--- src/rtl/cplx_alu_arbiter.sv ---
// rtl/cplx_alu_arbiter.sv - round-robin arbiter sharing a 2-stage complex add/multiply datapath
// Optional: CPLX_ARB_FIXED_PRIO_EN selects fixed lowest-index-wins priority instead of round-robin.
module cplx_alu_arbiter #(
    parameter int WIDTH = 16,
    parameter int NREQ  = 4,
    parameter int LAT   = 2,
    localparam int IDW  = $clog2(NREQ)
) (
    input  logic                  clk,
    input  logic                  rst_n,
    input  logic [NREQ-1:0]       req_valid,
    output logic [NREQ-1:0]       req_ready,
    input  logic [NREQ*WIDTH-1:0] req_a_re,
    input  logic [NREQ*WIDTH-1:0] req_a_im,
    input  logic [NREQ*WIDTH-1:0] req_c_re,
    input  logic [NREQ*WIDTH-1:0] req_c_im,
    output logic [WIDTH-1:0]      dp_a_re,
    output logic [WIDTH-1:0]      dp_a_im,
    output logic [WIDTH-1:0]      dp_c_re,
    output logic [WIDTH-1:0]      dp_c_im,
    input  logic [WIDTH-1:0]      dp_sum_re,
    input  logic [WIDTH-1:0]      dp_sum_im,
    input  logic [WIDTH-1:0]      dp_prod_re,
    input  logic [WIDTH-1:0]      dp_prod_im,
    output logic                  rsp_valid,
    output logic [IDW-1:0]        rsp_id,
    output logic [WIDTH-1:0]      rsp_sum_re,
    output logic [WIDTH-1:0]      rsp_sum_im,
    output logic [WIDTH-1:0]      rsp_prod_re,
    output logic [WIDTH-1:0]      rsp_prod_im,
    input  logic                  halt,
    output logic                  idle
);

    typedef enum logic [1:0] {
        ST_RUN    = 2'd0,
        ST_DRAIN  = 2'd1,
        ST_HALTED = 2'd2
    } state_t;

    state_t          state_q, state_d;
    logic            issue_en;
    logic            grant_fire;
    logic [IDW-1:0]  grant_id;
    logic [LAT-1:0]  tag_v;
    logic [IDW-1:0]  tag_id [LAT];
    logic            pipe_empty;
    logic [WIDTH-1:0] a_re_q, a_im_q, c_re_q, c_im_q;

    // Reset is folded in so no grant can appear while the unit is held in reset.
    assign issue_en = rst_n && (state_q == ST_RUN) && !halt;

`ifdef CPLX_ARB_FIXED_PRIO_EN
    always_comb begin
        grant_fire = 1'b0;
        grant_id   = '0;
        if (issue_en) begin
            for (int k = NREQ - 1; k >= 0; k--) begin
                if (req_valid[k]) begin
                    grant_fire = 1'b1;
                    grant_id   = IDW'(k);
                end
            end
        end
    end
`else
    logic [IDW-1:0] rr_ptr;
    int             rr_idx;

    // Descending scan so the candidate closest to the pointer is the last one written.
    always_comb begin
        grant_fire = 1'b0;
        grant_id   = '0;
        rr_idx     = 0;
        if (issue_en) begin
            for (int k = NREQ - 1; k >= 0; k--) begin
                rr_idx = (int'(rr_ptr) + k) % NREQ;
                if (req_valid[rr_idx]) begin
                    grant_fire = 1'b1;
                    grant_id   = IDW'(rr_idx);
                end
            end
        end
    end

    always_ff @(posedge clk or negedge rst_n) begin
        if (!rst_n) begin
            rr_ptr <= '0;
        end else if (grant_fire) begin
            rr_ptr <= (grant_id == IDW'(NREQ - 1)) ? '0 : grant_id + 1'b1;
        end
    end
`endif

    assign req_ready = grant_fire ? (NREQ'(1) << grant_id) : '0;

    // Operands follow the grant; between grants the last issued operands are held.
    always_comb begin
        dp_a_re = a_re_q;
        dp_a_im = a_im_q;
        dp_c_re = c_re_q;
        dp_c_im = c_im_q;
        if (grant_fire) begin
            dp_a_re = req_a_re[int'(grant_id)*WIDTH +: WIDTH];
            dp_a_im = req_a_im[int'(grant_id)*WIDTH +: WIDTH];
            dp_c_re = req_c_re[int'(grant_id)*WIDTH +: WIDTH];
            dp_c_im = req_c_im[int'(grant_id)*WIDTH +: WIDTH];
        end
    end

    always_ff @(posedge clk or negedge rst_n) begin
        if (!rst_n) begin
            a_re_q <= '0;
            a_im_q <= '0;
            c_re_q <= '0;
            c_im_q <= '0;
        end else if (grant_fire) begin
            a_re_q <= dp_a_re;
            a_im_q <= dp_a_im;
            c_re_q <= dp_c_re;
            c_im_q <= dp_c_im;
        end
    end

    always_ff @(posedge clk or negedge rst_n) begin
        if (!rst_n) begin
            tag_v <= '0;
            for (int i = 0; i < LAT; i++) begin
                tag_id[i] <= '0;
            end
        end else begin
            tag_v[0]  <= grant_fire;
            tag_id[0] <= grant_id;
            for (int i = 1; i < LAT; i++) begin
                tag_v[i]  <= tag_v[i-1];
                tag_id[i] <= tag_id[i-1];
            end
        end
    end

    assign pipe_empty  = (tag_v == '0);
    assign rsp_valid   = tag_v[LAT-1];
    assign rsp_id      = tag_id[LAT-1];
    assign rsp_sum_re  = dp_sum_re;
    assign rsp_sum_im  = dp_sum_im;
    assign rsp_prod_re = dp_prod_re;
    assign rsp_prod_im = dp_prod_im;

    always_comb begin
        state_d = state_q;
        case (state_q)
            ST_RUN:    if (halt)       state_d = ST_DRAIN;
            ST_DRAIN:  if (pipe_empty) state_d = ST_HALTED;
            ST_HALTED: if (!halt)      state_d = ST_RUN;
            default:                   state_d = ST_RUN;
        endcase
    end

    always_ff @(posedge clk or negedge rst_n) begin
        if (!rst_n) begin
            state_q <= ST_RUN;
            idle    <= 1'b0;
        end else begin
            state_q <= state_d;
            idle    <= (state_d == ST_HALTED);
        end
    end

endmodule

--- config.mk ---
export PLATFORM = sky130hd
export DESIGN_NAME = cplx_alu_arbiter
export DESIGN_NICKNAME = d
export VERILOG_FILES = /design/src/rtl/cplx_alu_arbiter.sv
export SDC_FILE = /design/constraint.sdc
export NUM_CORES = 1
export LEC_CHECK = 0
export ABC_CLOCK_PERIOD_IN_PS = 1900
export BUFFER_PORTS_ARGS = -buffer_cell sky130_fd_sc_hd__buf_2
export CAP_MARGIN = 40
export CORE_AREA = 2 2 182 184
export CTS_CLUSTER_SIZE = 12
export DETAILED_ROUTE_END_ITERATION = 10
export DIE_AREA = 0 0 184 186
export PLACE_DENSITY = 0.42
export SYNTH_ARGS = -nofsm -noshare
export SYNTH_HDL_FRONTEND = slang
export SYNTH_SLANG_ARGS = --single-unit
--- constraint.sdc ---
create_clock -name clk -period 1.9 [get_ports clk]
set_input_delay 0.095 -clock clk [delete_from_list [all_inputs] [get_ports clk]]
set_output_delay 0.095 -clock clk [all_outputs]
set_load 0.01 [all_outputs]
==> metrics.txt <==
layout cells sized above 1 0.607; total global routing track utilization 0.144; Critical Path AT 2.33 ns; met3 routed WL 1570 um; clock buffer count from CTS 9; H-tree Lvls 3; critical path buffer and inverter count 3; first-pass GRT wire length 38000 um; met2 wire len 13400 um; Metal-1 WL 11400 um; Initial Util 0.196; Startpoint Class flop; Netlist cell types 30; Worst-Skew Late Latency 0.34 ns; total gr overflow 0; Seq/Total Area, Yosys 0.298; std cell rows 66; pre-CTS setup slack -0.272 ns; static leakage 4.75 nW; fin cells 1380; initial antenna violation count 2; syn_nets 962; slowest stage delay, CP 0.60 ns; die height 186 um; Peak Freq 412 MHz; first-iteration detailed-routing DRC count 193; Hold Path Class input pin to flop; CTS tree yes; Peak VDD IR 0.000381 V; fin crit share 1.28; antenna-violating nets left 0; Worst Path Max Fanout 18; PortBufs 334; largest net degree at the start of global routing 54; CP top delay family simple AND/OR/NAND/NOR gates; RSZ-0062 raised after global routing true; Ys Warns 0; endpoints failing setup 113; Synth Cell Area 6300 sq um; slowest CP cell or4_4; Fill cells 3453; Final Hold Viols 0; DIE AREA 34200 sq um; placed cells 1344; Clock Skew 0.00908 ns; run status finished with violations; critical path type flop to output pin; Slew HR 0.547; IO Pins 463; wire per inst 19.4 um; clk root buf clkbuf_16; Clock Sinks 75; final net count 1297; Worst Setup End Kind output pin; Core Area 32200 sq um; Slew @ Worst Pin 0.679 ns; Syn-to-layout area delta 51.2%; Syn Inst Count 631; hpwl dp 19100 um; post-synth top area cell dfrtp_1; crit-path cells or4_4 > nand2_4 > buf_12 > buf_4 > a221oi_2 > o22ai_1 > buf_2; violated checks setup timing; Clock Tree Buf Depth 2; Max Cap Viol 0; critical path required time 1.80 ns; share of the synthesized area in the top cell type 0.298; drt pass-1 iters 4; Vias 6637; syn_area_per_cell 9.98 sq um; clk slew on worst S/H paths 0.07 ns; global placement routability congestion 0.771; Yosys reg bits 75; die width 184 um; Core Util, Final 0.296; fin crit period 2.43 ns; PwrDens 1190 nW/um^2; final worst setup slack -0.528 ns; Max Slew Vio Count 0; drt total wl 26800 um; vias per cell 4.81; vias in the first global route 6650; synth top area cells dfrtp_1, a221oi_2, o22ai_1, mux2i_1, buf_4; DRC 0; highest routed metal layer met5
-- area by class of cell --
class,count,area (sq um),area share
multi-input cells,423,3960,0.415
flip-flops and latches,75,1880,0.197
well taps,408,510,0.0536
clock buffers,10,229,0.0240
inverters,6,22.5,0.00237
diodes,1,2.50,0.000263
repair buffers,451,2880,0.303
clock inverters,6,42.5,0.00447
-- through the flow --
stage                     area, sq um  setup TNS [ns]  hold WS, ns  total power, W
after detailed placement         8630          -15.25        0.178         0.00876
after global routing             9520          -49.41       0.0390          0.0121
after CTS                        9090          -39.79       0.0292          0.0109
final                            9520          -34.87       0.0335          0.0113
after floorplan                  6310         -0.0561       -0.201         0.00652
after global placement           8630          -11.81        0.174         0.00874
-- routing by layer --
layer / track usage / up-vias
met5: 0 / -
met4: 0.0413 / 4
met3: 0.0331 / 42
met2: 0.258 / 243
met1: 0.173 / 3209
li1: - / 3139
-- cells in the mapped netlist, drive strengths merged --
| cell type | number |
|---|---|
| or4 | 1 |
| a21oi | 2 |
| nor4b | 1 |
| o22ai | 128 |
| o21ai | 2 |
| inv | 6 |
| nor2b | 3 |
| clkbuf | 37 |
| ha | 4 |
| and3 | 64 |
| o311a | 1 |
| and2 | 4 |
| nand2 | 7 |
| a211oi | 1 |
| o41ai | 1 |
| a22oi | 1 |
| a221oi | 64 |
| a21boi | 64 |
| dfrtp | 75 |
| mux2i | 64 |
| nand3b | 1 |
| buf | 91 |
| nor2 | 6 |
| o221ai | 3 |
-- flip-flops by register name, indices dropped and copies added, names as in the netlist --
register,count
a_re_q,16
state_q,2
a_im_q,16
c_re_q,16
rr_ptr,2
rsp_id,2
tag_v,2
idle,1
c_im_q,16
tag_id,2
-- worst reg2reg max path, cell delays in order, from the launching register on --
cell      delay [ns]
dfrtp_1         0.35
buf_4           0.13
buf_6           0.12
o221ai_4        0.10
buf_12          0.16
buf_4           0.19
buf_12          0.17
and3_1          0.25
a221oi_4        0.23
buf_4           0.15
buf_4           0.09
o22ai_1         0.06
-- path summary, 6_finish.rpt --
kind | from | to | slack, ns | depth (start not counted)
setup / recovery | rr_ptr[1] | dp_c_re[11] | -0.53 | 7
hold / removal | req_c_re[21] | c_re_q[5] | 0.03 | 3
setup reg to reg | rr_ptr[1] | a_im_q[6] | -0.23 | 11
hold reg to reg | tag_id[3] | rsp_id[1] | 0.35 | 0
max in group asynchronous | rst_n | c_re_q[11] | 0.50 | 4
min in group asynchronous | rst_n | c_im_q[5] | 0.35 | 3
-- cells by family (layout without fill, tap and decap cells) --
group / Yosys count / in the layout / share of synthesized area
other: 0 / 1 / 0
DFF: 75 / 75 / 0.298
and+or+nand+nor: 87 / 88 / 0.0854
adders and majority gates: 4 / 4 / 0.00795
buffers and inverters: 134 / 473 / 0.140
AOI/OAI and AO/OA: 267 / 267 / 0.367
muxes: 64 / 64 / 0.102
-- power breakdown --
| part | switching, W | internal (W) |
|---|---|---|
| registers | 0.000353 | 0.00204 |
| clock network | 0.000806 | 0.000889 |
| logic | 0.00358 | 0.00367 |
-- timing repair --
action / in CTS / in global routing
gates resized for setup: 73 / 67
pin swaps: 6 / 29
hold endpoints to repair: 29 / 0
endpoints found under the setup margin: 132 / 133
gates cloned: 1 / 5
setup buffers: 4 / 9
hold buffers: 1 / 0
-- placed cells by master, fill, tap and decap left out, drive strengths merged --
cell / n
clkinv: 4
dlygate4sd3: 1
buf: 448
a211oi: 1
diode: 1
nor2: 6
a21boi: 64
a22oi: 1
ha: 4
o311a: 1
a21oi: 2
nor4b: 1
clkinvlp: 2
nand3b: 1
and3: 64
and2: 4
a221oi: 64
mux2i: 64
o21ai: 2
inv: 6
nand2: 8
o41ai: 1
o22ai: 128
clkbuf: 12
o221ai: 3
or4: 1
nor2b: 3
dfrtp: 75
Note: power is estimated with default switching activity, not from simulation.
